`src/rtl/yuv_window_calibrator_if.sv`:
```
// Pixel stream bundle between the camera pipeline and the calibrator.
//   pix_valid   raw_* and row/col carry a real pixel this cycle
//   sof         start-of-frame pulse
//   row, col    coordinate of the current pixel
//   raw_r/g/b   raw colour channels
// Handshake: one pixel is transferred on every clock edge where pix_valid is
// high; there is no backpressure, so the sink must take every valid pixel.
// master: pixel source (pipeline / bench); slave: the calibrator.
interface yuv_window_calibrator_if #(
   parameter int PIX_W   = 8,
   parameter int COORD_W = 13
);
   logic               pix_valid;
   logic               sof;
   logic [COORD_W-1:0] row;
   logic [COORD_W-1:0] col;
   logic [PIX_W-1:0]   raw_r;
   logic [PIX_W-1:0]   raw_g;
   logic [PIX_W-1:0]   raw_b;

   modport master (output pix_valid, sof, row, col, raw_r, raw_g, raw_b);
   modport slave  (input  pix_valid, sof, row, col, raw_r, raw_g, raw_b);
endinterface

```
`src/rtl/yuv_window_calibrator.sv`:
```
// Averages raw RGB pixels inside a square window of the video stream and
// derives Y/U/V reference values for the colour-threshold logic.
// Ports:
//   clk, reset        pixel clock, synchronous active-high reset
//   start, abort      begin a run from IDLE / cancel the run in progress
//   pix               pixel stream (slave side of yuv_window_calibrator_if)
//   win_row, win_col  window top-left corner, latched at start
//   rgb_yuv           output select: 1 = averaged R,G,B, 0 = Y,U,V
//   y_out/u_out/v_out results (U, V signed in YUV mode)
//   busy, done        not-IDLE flag, one-cycle pulse when results update
//   cal_valid         results valid since the last completed run
//   cal_count         completed runs, wrapping
//   state_dbg         current FSM state, for observation only
module yuv_window_calibrator #(
   parameter int PIX_W    = 8,
   parameter int COORD_W  = 13,
   parameter int WIN_LOG2 = 3,
   parameter int CNT_W    = 5
) (
   input  logic                   clk,
   input  logic                   reset,
   input  logic                   start,
   input  logic                   abort,
   yuv_window_calibrator_if.slave pix,
   input  logic [COORD_W-1:0]     win_row,
   input  logic [COORD_W-1:0]     win_col,
   input  logic                   rgb_yuv,
   output logic [PIX_W-1:0]       y_out,
   output logic [PIX_W:0]         u_out,
   output logic [PIX_W:0]         v_out,
   output logic                   busy,
   output logic                   done,
   output logic                   cal_valid,
   output logic [CNT_W-1:0]       cal_count,
   output logic [1:0]             state_dbg
);
   localparam int SMP_W  = 2 * WIN_LOG2;
   localparam int ACC_W  = PIX_W + SMP_W;
   localparam int WIN    = 1 << WIN_LOG2;
   localparam int PROD_W = PIX_W + 10;

   localparam logic [1:0] IDLE    = 2'd0;
   localparam logic [1:0] ACCUM   = 2'd1;
   localparam logic [1:0] CALC_Y  = 2'd2;
   localparam logic [1:0] CALC_UV = 2'd3;

   localparam logic        [PROD_W-1:0] K_YR = PROD_W'(77);
   localparam logic        [PROD_W-1:0] K_YG = PROD_W'(150);
   localparam logic        [PROD_W-1:0] K_YB = PROD_W'(37);
   localparam logic signed [PROD_W-1:0] K_U  = PROD_W'(126);
   localparam logic signed [PROD_W-1:0] K_V  = PROD_W'(225);

   logic [1:0]         state;
   logic [COORD_W-1:0] wr_q, wc_q;
   logic [ACC_W-1:0]   acc_r, acc_g, acc_b;
   logic [SMP_W-1:0]   smp_cnt;
   logic [PIX_W-1:0]   avg_r_q, avg_g_q, avg_b_q, y_calc_q;
   logic [PIX_W-1:0]   res_r_q, res_g_q, res_b_q, res_y_q;
   logic [PIX_W:0]     res_u_q, res_v_q;

   // Window test at COORD_W+1 bits so a window touching the top of the
   // coordinate range does not wrap its far edge back to zero.
   logic [COORD_W:0] row_x, col_x, wr_x, wc_x, wr_end, wc_end;
   logic             in_win, sample, clear_frame;

   assign row_x  = {1'b0, pix.row};
   assign col_x  = {1'b0, pix.col};
   assign wr_x   = {1'b0, wr_q};
   assign wc_x   = {1'b0, wc_q};
   assign wr_end = wr_x + (COORD_W+1)'(WIN);
   assign wc_end = wc_x + (COORD_W+1)'(WIN);
   assign in_win = (row_x >= wr_x) && (row_x < wr_end) &&
                   (col_x >= wc_x) && (col_x < wc_end);
   assign sample      = pix.pix_valid && in_win;
   assign clear_frame = pix.sof && (smp_cnt != '0);

   // Averages are the top PIX_W bits of each accumulator.
   logic [PIX_W-1:0]  avg_r, avg_g, avg_b;
   logic [PROD_W-1:0] y_sum;
   logic [PIX_W+1:0]  y_hi;
   logic [PIX_W-1:0]  y_sat;

   assign avg_r = PIX_W'(acc_r >> SMP_W);
   assign avg_g = PIX_W'(acc_g >> SMP_W);
   assign avg_b = PIX_W'(acc_b >> SMP_W);
   assign y_sum = K_YR * PROD_W'(avg_r) + K_YG * PROD_W'(avg_g) + K_YB * PROD_W'(avg_b);
   assign y_hi  = (PIX_W+2)'(y_sum >> 8);
   assign y_sat = (|y_hi[PIX_W+1:PIX_W]) ? '1 : y_hi[PIX_W-1:0];

   // Colour differences are at most +/-(2**PIX_W-1), so PIX_W+2 signed bits.
   logic signed [PIX_W+1:0]  diff_b, diff_r;
   logic signed [PROD_W-1:0] diff_b_x, diff_r_x, prod_u, prod_v;
   logic        [PIX_W:0]    u_new, v_new;

   assign diff_b   = $signed({2'b00, avg_b_q}) - $signed({2'b00, y_calc_q});
   assign diff_r   = $signed({2'b00, avg_r_q}) - $signed({2'b00, y_calc_q});
   assign diff_b_x = {{(PROD_W-PIX_W-2){diff_b[PIX_W+1]}}, diff_b};
   assign diff_r_x = {{(PROD_W-PIX_W-2){diff_r[PIX_W+1]}}, diff_r};
   assign prod_u   = diff_b_x * K_U;
   assign prod_v   = diff_r_x * K_V;
   // Arithmetic shift of a two's-complement product rounds toward -inf.
   assign u_new    = (PIX_W+1)'(prod_u >>> 8);
   assign v_new    = (PIX_W+1)'(prod_v >>> 8);

   always_ff @(posedge clk) begin
      if (reset) begin
         state     <= IDLE;
         wr_q      <= '0;
         wc_q      <= '0;
         acc_r     <= '0;
         acc_g     <= '0;
         acc_b     <= '0;
         smp_cnt   <= '0;
         avg_r_q   <= '0;
         avg_g_q   <= '0;
         avg_b_q   <= '0;
         y_calc_q  <= '0;
         res_r_q   <= '0;
         res_g_q   <= '0;
         res_b_q   <= '0;
         res_y_q   <= '0;
         res_u_q   <= '0;
         res_v_q   <= '0;
         cal_valid <= 1'b0;
         cal_count <= '0;
      end else if (abort) begin
         // Abort beats everything, including the result-update cycle.
         state     <= IDLE;
         cal_valid <= 1'b0;
      end else begin
         case (state)
            IDLE: begin
               if (start) begin
                  state     <= ACCUM;
                  cal_valid <= 1'b0;
                  acc_r     <= '0;
                  acc_g     <= '0;
                  acc_b     <= '0;
                  smp_cnt   <= '0;
                  wr_q      <= win_row;
                  wc_q      <= win_col;
               end
            end
            ACCUM: begin
               if (clear_frame) begin
                  // New frame: a coincident sample becomes its first sample.
                  acc_r   <= sample ? ACC_W'(pix.raw_r) : '0;
                  acc_g   <= sample ? ACC_W'(pix.raw_g) : '0;
                  acc_b   <= sample ? ACC_W'(pix.raw_b) : '0;
                  smp_cnt <= sample ? SMP_W'(1) : '0;
               end else if (sample) begin
                  acc_r   <= acc_r + ACC_W'(pix.raw_r);
                  acc_g   <= acc_g + ACC_W'(pix.raw_g);
                  acc_b   <= acc_b + ACC_W'(pix.raw_b);
                  smp_cnt <= smp_cnt + SMP_W'(1);
                  if (smp_cnt == '1) state <= CALC_Y;
               end
            end
            CALC_Y: begin
               avg_r_q  <= avg_r;
               avg_g_q  <= avg_g;
               avg_b_q  <= avg_b;
               y_calc_q <= y_sat;
               state    <= CALC_UV;
            end
            CALC_UV: begin
               res_r_q   <= avg_r_q;
               res_g_q   <= avg_g_q;
               res_b_q   <= avg_b_q;
               res_y_q   <= y_calc_q;
               res_u_q   <= u_new;
               res_v_q   <= v_new;
               cal_valid <= 1'b1;
               cal_count <= cal_count + CNT_W'(1);
               state     <= IDLE;
            end
            default: state <= IDLE;
         endcase
      end
   end

   assign busy      = (state != IDLE);
   assign done      = (state == CALC_UV) && !abort && !reset;
   assign state_dbg = state;
   assign y_out     = rgb_yuv ? res_r_q : res_y_q;
   assign u_out     = rgb_yuv ? {1'b0, res_g_q} : res_u_q;
   assign v_out     = rgb_yuv ? {1'b0, res_b_q} : res_v_q;
endmodule

```
`src/flat_wrapper.sv`:
```
// flat-port wrapper written by rule: the top's interface ports become plain ports
module yuv_window_calibrator_flat 
#(
   parameter int PIX_W    = 8,
   parameter int COORD_W  = 13,
   parameter int WIN_LOG2 = 3,
   parameter int CNT_W    = 5
)
  (clk, reset, start, abort, win_row, win_col, rgb_yuv, y_out, u_out, v_out, busy, done, cal_valid, cal_count, state_dbg, pix_pix_valid, pix_sof, pix_row, pix_col, pix_raw_r, pix_raw_g, pix_raw_b);
  yuv_window_calibrator_if #(.PIX_W(PIX_W), .COORD_W(COORD_W)) pix_i ();
  input  logic clk;
  input  logic reset;
  input  logic start;
  input  logic abort;
  input  logic [COORD_W-1:0] win_row;
  input  logic [COORD_W-1:0] win_col;
  input  logic rgb_yuv;
  output logic [PIX_W-1:0] y_out;
  output logic [PIX_W:0] u_out;
  output logic [PIX_W:0] v_out;
  output logic busy;
  output logic done;
  output logic cal_valid;
  output logic [CNT_W-1:0] cal_count;
  output logic [1:0] state_dbg;
  input wire logic [$bits(pix_i.pix_valid)-1:0] pix_pix_valid;
  input wire logic [$bits(pix_i.sof)-1:0] pix_sof;
  input wire logic [$bits(pix_i.row)-1:0] pix_row;
  input wire logic [$bits(pix_i.col)-1:0] pix_col;
  input wire logic [$bits(pix_i.raw_r)-1:0] pix_raw_r;
  input wire logic [$bits(pix_i.raw_g)-1:0] pix_raw_g;
  input wire logic [$bits(pix_i.raw_b)-1:0] pix_raw_b;
  assign pix_i.pix_valid = pix_pix_valid;
  assign pix_i.sof = pix_sof;
  assign pix_i.row = pix_row;
  assign pix_i.col = pix_col;
  assign pix_i.raw_r = pix_raw_r;
  assign pix_i.raw_g = pix_raw_g;
  assign pix_i.raw_b = pix_raw_b;
  yuv_window_calibrator #(.PIX_W(PIX_W), .COORD_W(COORD_W), .WIN_LOG2(WIN_LOG2), .CNT_W(CNT_W)) u_core (.clk(clk), .reset(reset), .start(start), .abort(abort), .pix(pix_i), .win_row(win_row), .win_col(win_col), .rgb_yuv(rgb_yuv), .y_out(y_out), .u_out(u_out), .v_out(v_out), .busy(busy), .done(done), .cal_valid(cal_valid), .cal_count(cal_count), .state_dbg(state_dbg));
endmodule
```
`config.mk`:
```
export PLATFORM = sky130hd
export DESIGN_NAME = yuv_window_calibrator_flat
export DESIGN_NICKNAME = d
export VERILOG_FILES = /design/src/rtl/yuv_window_calibrator_if.sv /design/src/rtl/yuv_window_calibrator.sv /design/src/flat_wrapper.sv
export SDC_FILE = /design/constraint.sdc
export NUM_CORES = 1
export LEC_CHECK = 0
export ABC_AREA = 0
export CAP_MARGIN = 5
export CORE_MARGIN = 8
export CORE_UTILIZATION = 35
export CTS_CLUSTER_DIAMETER = 30
export CTS_CLUSTER_SIZE = 10
export DETAILED_ROUTE_END_ITERATION = 10
export DONT_BUFFER_PORTS = 1
export PLACE_DENSITY = 0.53
export SKIP_LAST_GASP = 1
export SYNTH_ARGS = -nofsm -noshare
export SYNTH_HDL_FRONTEND = slang
export SYNTH_SLANG_ARGS = --single-unit
```
`constraint.sdc`:
```
create_clock -name clk -period 10.05 [get_ports clk]
set_input_delay 1.005 -clock clk [delete_from_list [all_inputs] [get_ports clk]]
set_output_delay 1.005 -clock clk [all_outputs]
set_load 0.02 [all_outputs]
```
; ---- Word-level counts from Yosys, hierarchy flattened
; Cells that the tools add are included.
[classes]
bitwise = 1
n_mux = 29
n_lt_le_gt_ge = 4
n_addsub = 11
n_mul = 5
reduce_logical = 22
n_eq_ne = 9
[op_table]
columns = operator, n
row1 = 14-bit 2-to-1 mux, 7
row2 = 14-bit case mux with 2 select lines, 3
row3 = 14-bit by 8-bit adder with 14-bit output, 3
row4 = 8-bit 2-to-1 mux, 5
row5 = "7-bit by 8-bit multiplier with 15-bit output, first input constant", 2
row6 = "13-bit by 4-bit adder with 14-bit output, second input constant", 2
row7 = 13-bit by 14-bit less-than comparator with 1-bit output, 2
row8 = 13-bit >= comparator, 2
row9 = 18-bit by 14-bit adder with 18-bit output, 1
row10 = 6-bit 2-to-1 mux, 3
row11 = 9-bit 2-to-1 mux, 2
row12 = 8-bit by 8-bit subtractor with 9-bit output, 2
row13 = 15-bit by 16-bit adder with 17-bit output, 1
row14 = "9-bit by 9-bit multiplier with 17-bit output, second input constant", 1
row15 = "9-bit by 7-bit multiplier with 16-bit output, second input constant", 1
row16 = "6-bit by 8-bit multiplier with 14-bit output, first input constant", 1
row17 = 6-bit case mux with 2 select lines, 1
row18 = 2-bit 2-to-1 mux, 4
row19 = 2-bit case mux with 4 select lines, 1
row20 = 4-bit AND reduction, 2
row21 = 1-bit logical AND, 7
row22 = "6-bit by 1-bit adder with 6-bit output, second input constant", 1
row23 = "6-bit == test, second input constant", 1
row24 = 2-bit AND reduction, 3
row25 = other kinds (15), 23
[totals]
in_bits = 83
wordCells = 100
regBits = 164
output_inout_bits = 36

; ---- Longest topological paths before layout
[depth]
depth_word = 9
mapped_depth = 31
mapped_depth_nobuf = 31

; ---- Worst setup path before layout
; No wires, ideal clock.
[synth_path]
kind = register to register
start = reg u_core.acc_g[12]
end = reg u_core.y_calc_q[1]
path_slack_ns = 3.158
t_required_ns = 9.902
t_arrival_ns = 6.743
setup_time_ns = 0.148
stages_incl_launch_ff = 27
n_path_buf = 0
cell_sequence = dfxtp_1 -> ha_1 -> ha_1 -> inv_1 -> fa_1 -> fa_1 -> inv_1 -> ha_1 -> xnor2_1 -> ha_1 -> fa_1 -> fa_1 -> ha_1 -> and3_1 -> a2111oi_2 -> nor2_1 -> o21ai_0 -> nand2b_1 -> xnor2_1 -> fa_1 -> ha_1 -> o21ai_0 -> nand2_1 -> o21ai_0 -> a21oi_1 -> a31oi_1 -> a221oi_1
[synth_between]
elab_chain_cells = 5
[synth_lines]
columns = item, line_no
row1 = "start, declared", yuv_window_calibrator.sv:55  ; logic [ACC_W-1:0] acc_r, acc_g, acc_b;
row2 = "start signal, assigned", yuv_window_calibrator.sv:148  ; acc_g <= sample ? ACC_W'(pix.raw_g) : '0;
row3 = "start signal, assigned", yuv_window_calibrator.sv:153  ; acc_g <= acc_g + ACC_W'(pix.raw_g);
row4 = 7-bit by 8-bit multiplier with 15-bit output *, yuv_window_calibrator.sv:86  ; assign y_sum = K_YR * PROD_W'(avg_r) + K_YG * PROD_W'(avg_g) + K_YB * PROD_W'(avg_b);
row5 = 15-bit by 16-bit adder with 17-bit output *, yuv_window_calibrator.sv:86
row6 = 18-bit by 14-bit adder with 18-bit output *, yuv_window_calibrator.sv:86
row7 = 2-bit OR reduction, yuv_window_calibrator.sv:88  ; assign y_sat = (|y_hi[PIX_W+1:PIX_W]) ? '1 : y_hi[PIX_W-1:0];
row8 = 8-bit 2-to-1 mux *, yuv_window_calibrator.sv:88
row9 = "end signal, assigned", yuv_window_calibrator.sv:163  ; y_calc_q <= y_sat;
row10 = "end, declared", yuv_window_calibrator.sv:57  ; logic [PIX_W-1:0] avg_r_q, avg_g_q, avg_b_q, y_calc_q;
; Every way passes the cells marked *; elsewhere a longest branch is shown, timed or not.
; A chain may end at the register's enable or synchronous reset.

; ---- Worst setup path after layout
[layout_path]
start = reg u_core.acc_g[8]
end = reg u_core.y_calc_q[5]
; The elaborated chain is that of the path after synthesis.

==> results.txt <==
----------------------------------------------------
[Worst setup path]
  Worst setup path category ... reg2reg
  Worst setup SP type ... flip-flop
  Largest driver fanout on the critical path ... 10
  Crit-path max cell delay ... 0.52 ns
  Largest delay share family, worst path ... adder cells
  Most frequent cell on the critical path ... sky130_fd_sc_hd__ha_1
  Critical Path Sink Type ... flip-flop
  Cell type of the slowest stage on the worst timing path ... sky130_fd_sc_hd__dfxtp_1
  Worst EP required ... approximately 10 ns
  Data arrival time of the worst path ... approximately 7.9 ns
  Total buffers and inverters traversed by the critical path ... 2

[Global routing]
  Antenna violations before repair ... 0
  Wire length of the first global-routing pass ... about 63 mm
  Pin count of the biggest net entering global routing ... roughly 140
  Number of global-route vias before repair ... approximately 12000
  Tot GR Track Use ... between 15 and 20%
  Overflow left after global routing ... 0

[Timing]
  Pin slew with the least headroom to its limit ... about 1.1 ns
  Final max-slew violation count ... 0
  Total of endpoints with negative setup slack in the final report ... 0
  RSZ-0062 raised after global routing ... false
  Time the final worst path needs with I/O delays and setup ... about 7.6 ns
  Final clock period utilization by the worst path ... 75.2%
  Worst-case setup margin in the final layout ... between 2 and 2.5 ns
  Worst-case headroom to the max-slew limit ... 27.0%
  Max Fclk ... roughly 130 MHz
  Setup TNS Final ... 0 ns
  Clock Skews ... between 0.009 and 0.01 ns
  Final hold violation count ... 0

[Clocking]
  Num CTS Buffers ... 17
  Clock latency on the worst-skew pair ... around 0.46 ns
  Post-CTS Hold Buffers ... 0
  Clock-pin slew on the worst setup and hold paths ... 0.07 ns
  Clock tree from TritonCTS ... yes
  Number of sinks driven by the clock tree ... 164
  Resized cells post-CTS ... 0
  Number of H-tree levels ... 4
  Post CTS Setup Buffer Count ... 0
  Root buffer cell ... sky130_fd_sc_hd__clkbuf_16
  Maximum number of buffers from clock root to sink ... 2

[Routing]
  Per-cell routed wire length ... about 16 um
  Total number of vias ... 12100
  Routed WL ... between 30 and 40 mm
  Count of TritonRoute iterations in the first routing pass ... 4
  Number of remaining DRC errors ... 0
  Iteration-0 DRC count of the detailed router ... ~470
  Antenna Violating Nets Remaining ... 0
  Via-to-Cell Ratio ... 5.07

[Floorplanning]
  I/O pin count ... 119
  Effective utilization at floorplan ... roughly 36%
  Core region area ... about 43000 sq um
  Die extent in y ... 225 um
  Number of placement rows ... 76
  Die width ... 225 um
  Area enclosed by the die boundary ... 50700 sq um

[Synthesis]
  Post-synthesis compound-gate area fraction ... ~17%
  Mapped Avg Cell Area ... about 8.4 sq um
  Synthesized-area fraction occupied by and/or/nand/nor cells ... approximately 14%
  Cell type with the highest aggregate area in the netlist ... sky130_fd_sc_hd__dfxtp_1
  Post-synthesis mux area share ... between 2 and 3%
  Main combinational cell family by area after synthesis ... adder cells
  Largest cells by area after synthesis ... sky130_fd_sc_hd__dfxtp_1 (21%), sky130_fd_sc_hd__ha_1 (21%), sky130_fd_sc_hd__fa_1 (11%)
  Adder and majority cell fraction of the synthesized area ... 32.4%
  Share of the synthesized area in the top cell type ... between 20% and 30%
  Number of different library cells in the post-synthesis netlist ... between 70 and 80
  Post-synth net total ... ~2200
  Yosys reg bits ... ~160
  Fraction of synthesized cell area in xor and xnor cells ... 5.43%
  Number of enable-type register cells in the synthesized netlist ... 0
  Yosys warning count ... 0
  Seq/Total Area, Yosys ... 21.4%
  Synthesized netlist cell count ... around 1800
  Top FF cell, synth ... sky130_fd_sc_hd__dfxtp_1
  Post-Synthesis Cell Area ... 15300 sq um
  Proportion of synthesized flip-flops having asynchronous set or reset ... 0%

[Finish]
  Final Non-Filler Cells ... around 2400
  Area growth from synthesis to layout ... 7.58%
  Filler Cell Count ... ~4500
  Share of post-route cells with drive strength above 1 ... a little over 5%
  ANT cells ... 0
  Commonest cells after routing, fill and taps aside ... sky130_fd_sc_hd__ha_1 (262), sky130_fd_sc_hd__nand2_1 (244), sky130_fd_sc_hd__inv_1 (229)
  Most frequent standard cell in the layout excluding fill and tap cells ... sky130_fd_sc_hd__ha_1
  Net count reported at finish ... ~2200

[Placement]
  Pre-CTS worst setup slack ... around 2.5 ns
  IO buf count ... 0
  HPWL Detailed ... approximately 30 mm
  Final Wtd Congestion ... 0.850
  # placed instances ... between 2000 and 2500

[Pwr]
  Total power after layout ... roughly 1.6 mW
  Total leakage power ... between 7 and 8 nW
  VDD IR max ... approximately 0.11 mV
  Power density over the cells ... 97.6 nW/um^2

[Run]
  Count of max-cap constraint violations ... 0

[Min path]
  Tightest Hold Check Type ... reg2reg

[Outcome]
  Status ... finished clean

----------------------------------------------------
==> kinds of logic after synthesis <==
group / Yosys count
compound gates: 404
xor+xnor: 95
fa+ha+maj: 346
buf+inv: 287
flops: 164
mux: 42
simple gates: 477
==> where the power goes <==
group	switching, mW	leakage (nW)	internal, mW	total, mW
clock	0.305	0.275	0.352	0.658
combinational	0.165	6.10	0.124	0.289
sequential	0.00680	1.32	0.656	0.662
==> worst register-to-register path, delay by kind of cell (launching register included) <==
| kind | cells | cell delay (ns) |
|---|---|---|
| and+or+nand+nor | 6 | 0.76 |
| DFF | 1 | 0.52 |
| xor gates and xnor gates | 2 | 0.30 |
| AOI/OAI and AO/OA | 8 | 1.96 |
| adders and majority gates | 10 | 3.75 |
| buffers and inverters | 2 | 0.10 |
==> registers in the layout, summed over array words and instances, names as in the netlist, 9 cells and up <==
signal          cells
u_core.acc_r       14
u_core.wc_q        13
u_core.wr_q        13
u_core.acc_b       14
u_core.res_v_q      9
u_core.res_u_q      9
u_core.acc_g       14
==> synthesized netlist by cell type (14+ instances only) <==
library cell and instances:
sky130_fd_sc_hd__ha_1 262, sky130_fd_sc_hd__nand2_1 244, sky130_fd_sc_hd__inv_1 229, sky130_fd_sc_hd__a21oi_1 184, sky130_fd_sc_hd__dfxtp_1 164, sky130_fd_sc_hd__nor2_1 88
sky130_fd_sc_hd__fa_1 84, sky130_fd_sc_hd__xnor2_1 68, sky130_fd_sc_hd__clkbuf_1 46, sky130_fd_sc_hd__o21ai_0 46, sky130_fd_sc_hd__a21o_1 29, sky130_fd_sc_hd__xor2_1 27
sky130_fd_sc_hd__mux2_2 25, sky130_fd_sc_hd__o2bb2ai_1 22, sky130_fd_sc_hd__nand3_1 21, sky130_fd_sc_hd__a211oi_1 20, sky130_fd_sc_hd__nand2b_1 20, sky130_fd_sc_hd__o21bai_1 18
sky130_fd_sc_hd__mux2i_1 17, sky130_fd_sc_hd__nor3_1 17, sky130_fd_sc_hd__and3_1 14
==> metrics by stage <==
stage / hold slack (ns) / cell area, sq um / util [%]
floorplan: 0.429 / 15300 / -
global placement: 0.431 / 15900 / 36.9
detailed placement: 0.441 / 15900 / 36.9
CTS: 0.448 / 16500 / 38.2
global route: 0.465 / 16500 / 38.2
finish: 0.450 / 16500 / 38.2
==> area by class of cell <==
class                      instances  area, sq um  share of cell area [%]
multi-input combinational       1364        11000                    66.6
sequential                       164         3280                    19.9
inverter                         230          863                    5.24
tap                              585          732                    4.44
clock buffer                      20          447                    2.71
clock inverter                    12          121                   0.736
timing repair buffer               9         67.6                   0.410
==> metal layers <==
metal | vias up | global-route usage, % | wire length (um)
li1 | 6139 | - | -
met1 | 5769 | 19.4 | 17700
met2 | 133 | 25.8 | 17800
met3 | 44 | 2.52 | 1130
met4 | 0 | 5.32 | 915
met5 | - | 0 | 0
==> path summary, 6_finish.rpt <==
check	cells after the start	start	end	slack (ns)
worst max-delay path	28	u_core.acc_g[8]	u_core.y_calc_q[5]	2.50
worst min-delay path	2	u_core.res_v_q[3]	u_core.res_v_q[3]	0.45
worst max register to register	28	u_core.acc_g[8]	u_core.y_calc_q[5]	2.50
worst min register to register	2	u_core.res_v_q[3]	u_core.res_v_q[3]	0.45
Note: power is estimated with default switching activity, not from simulation.
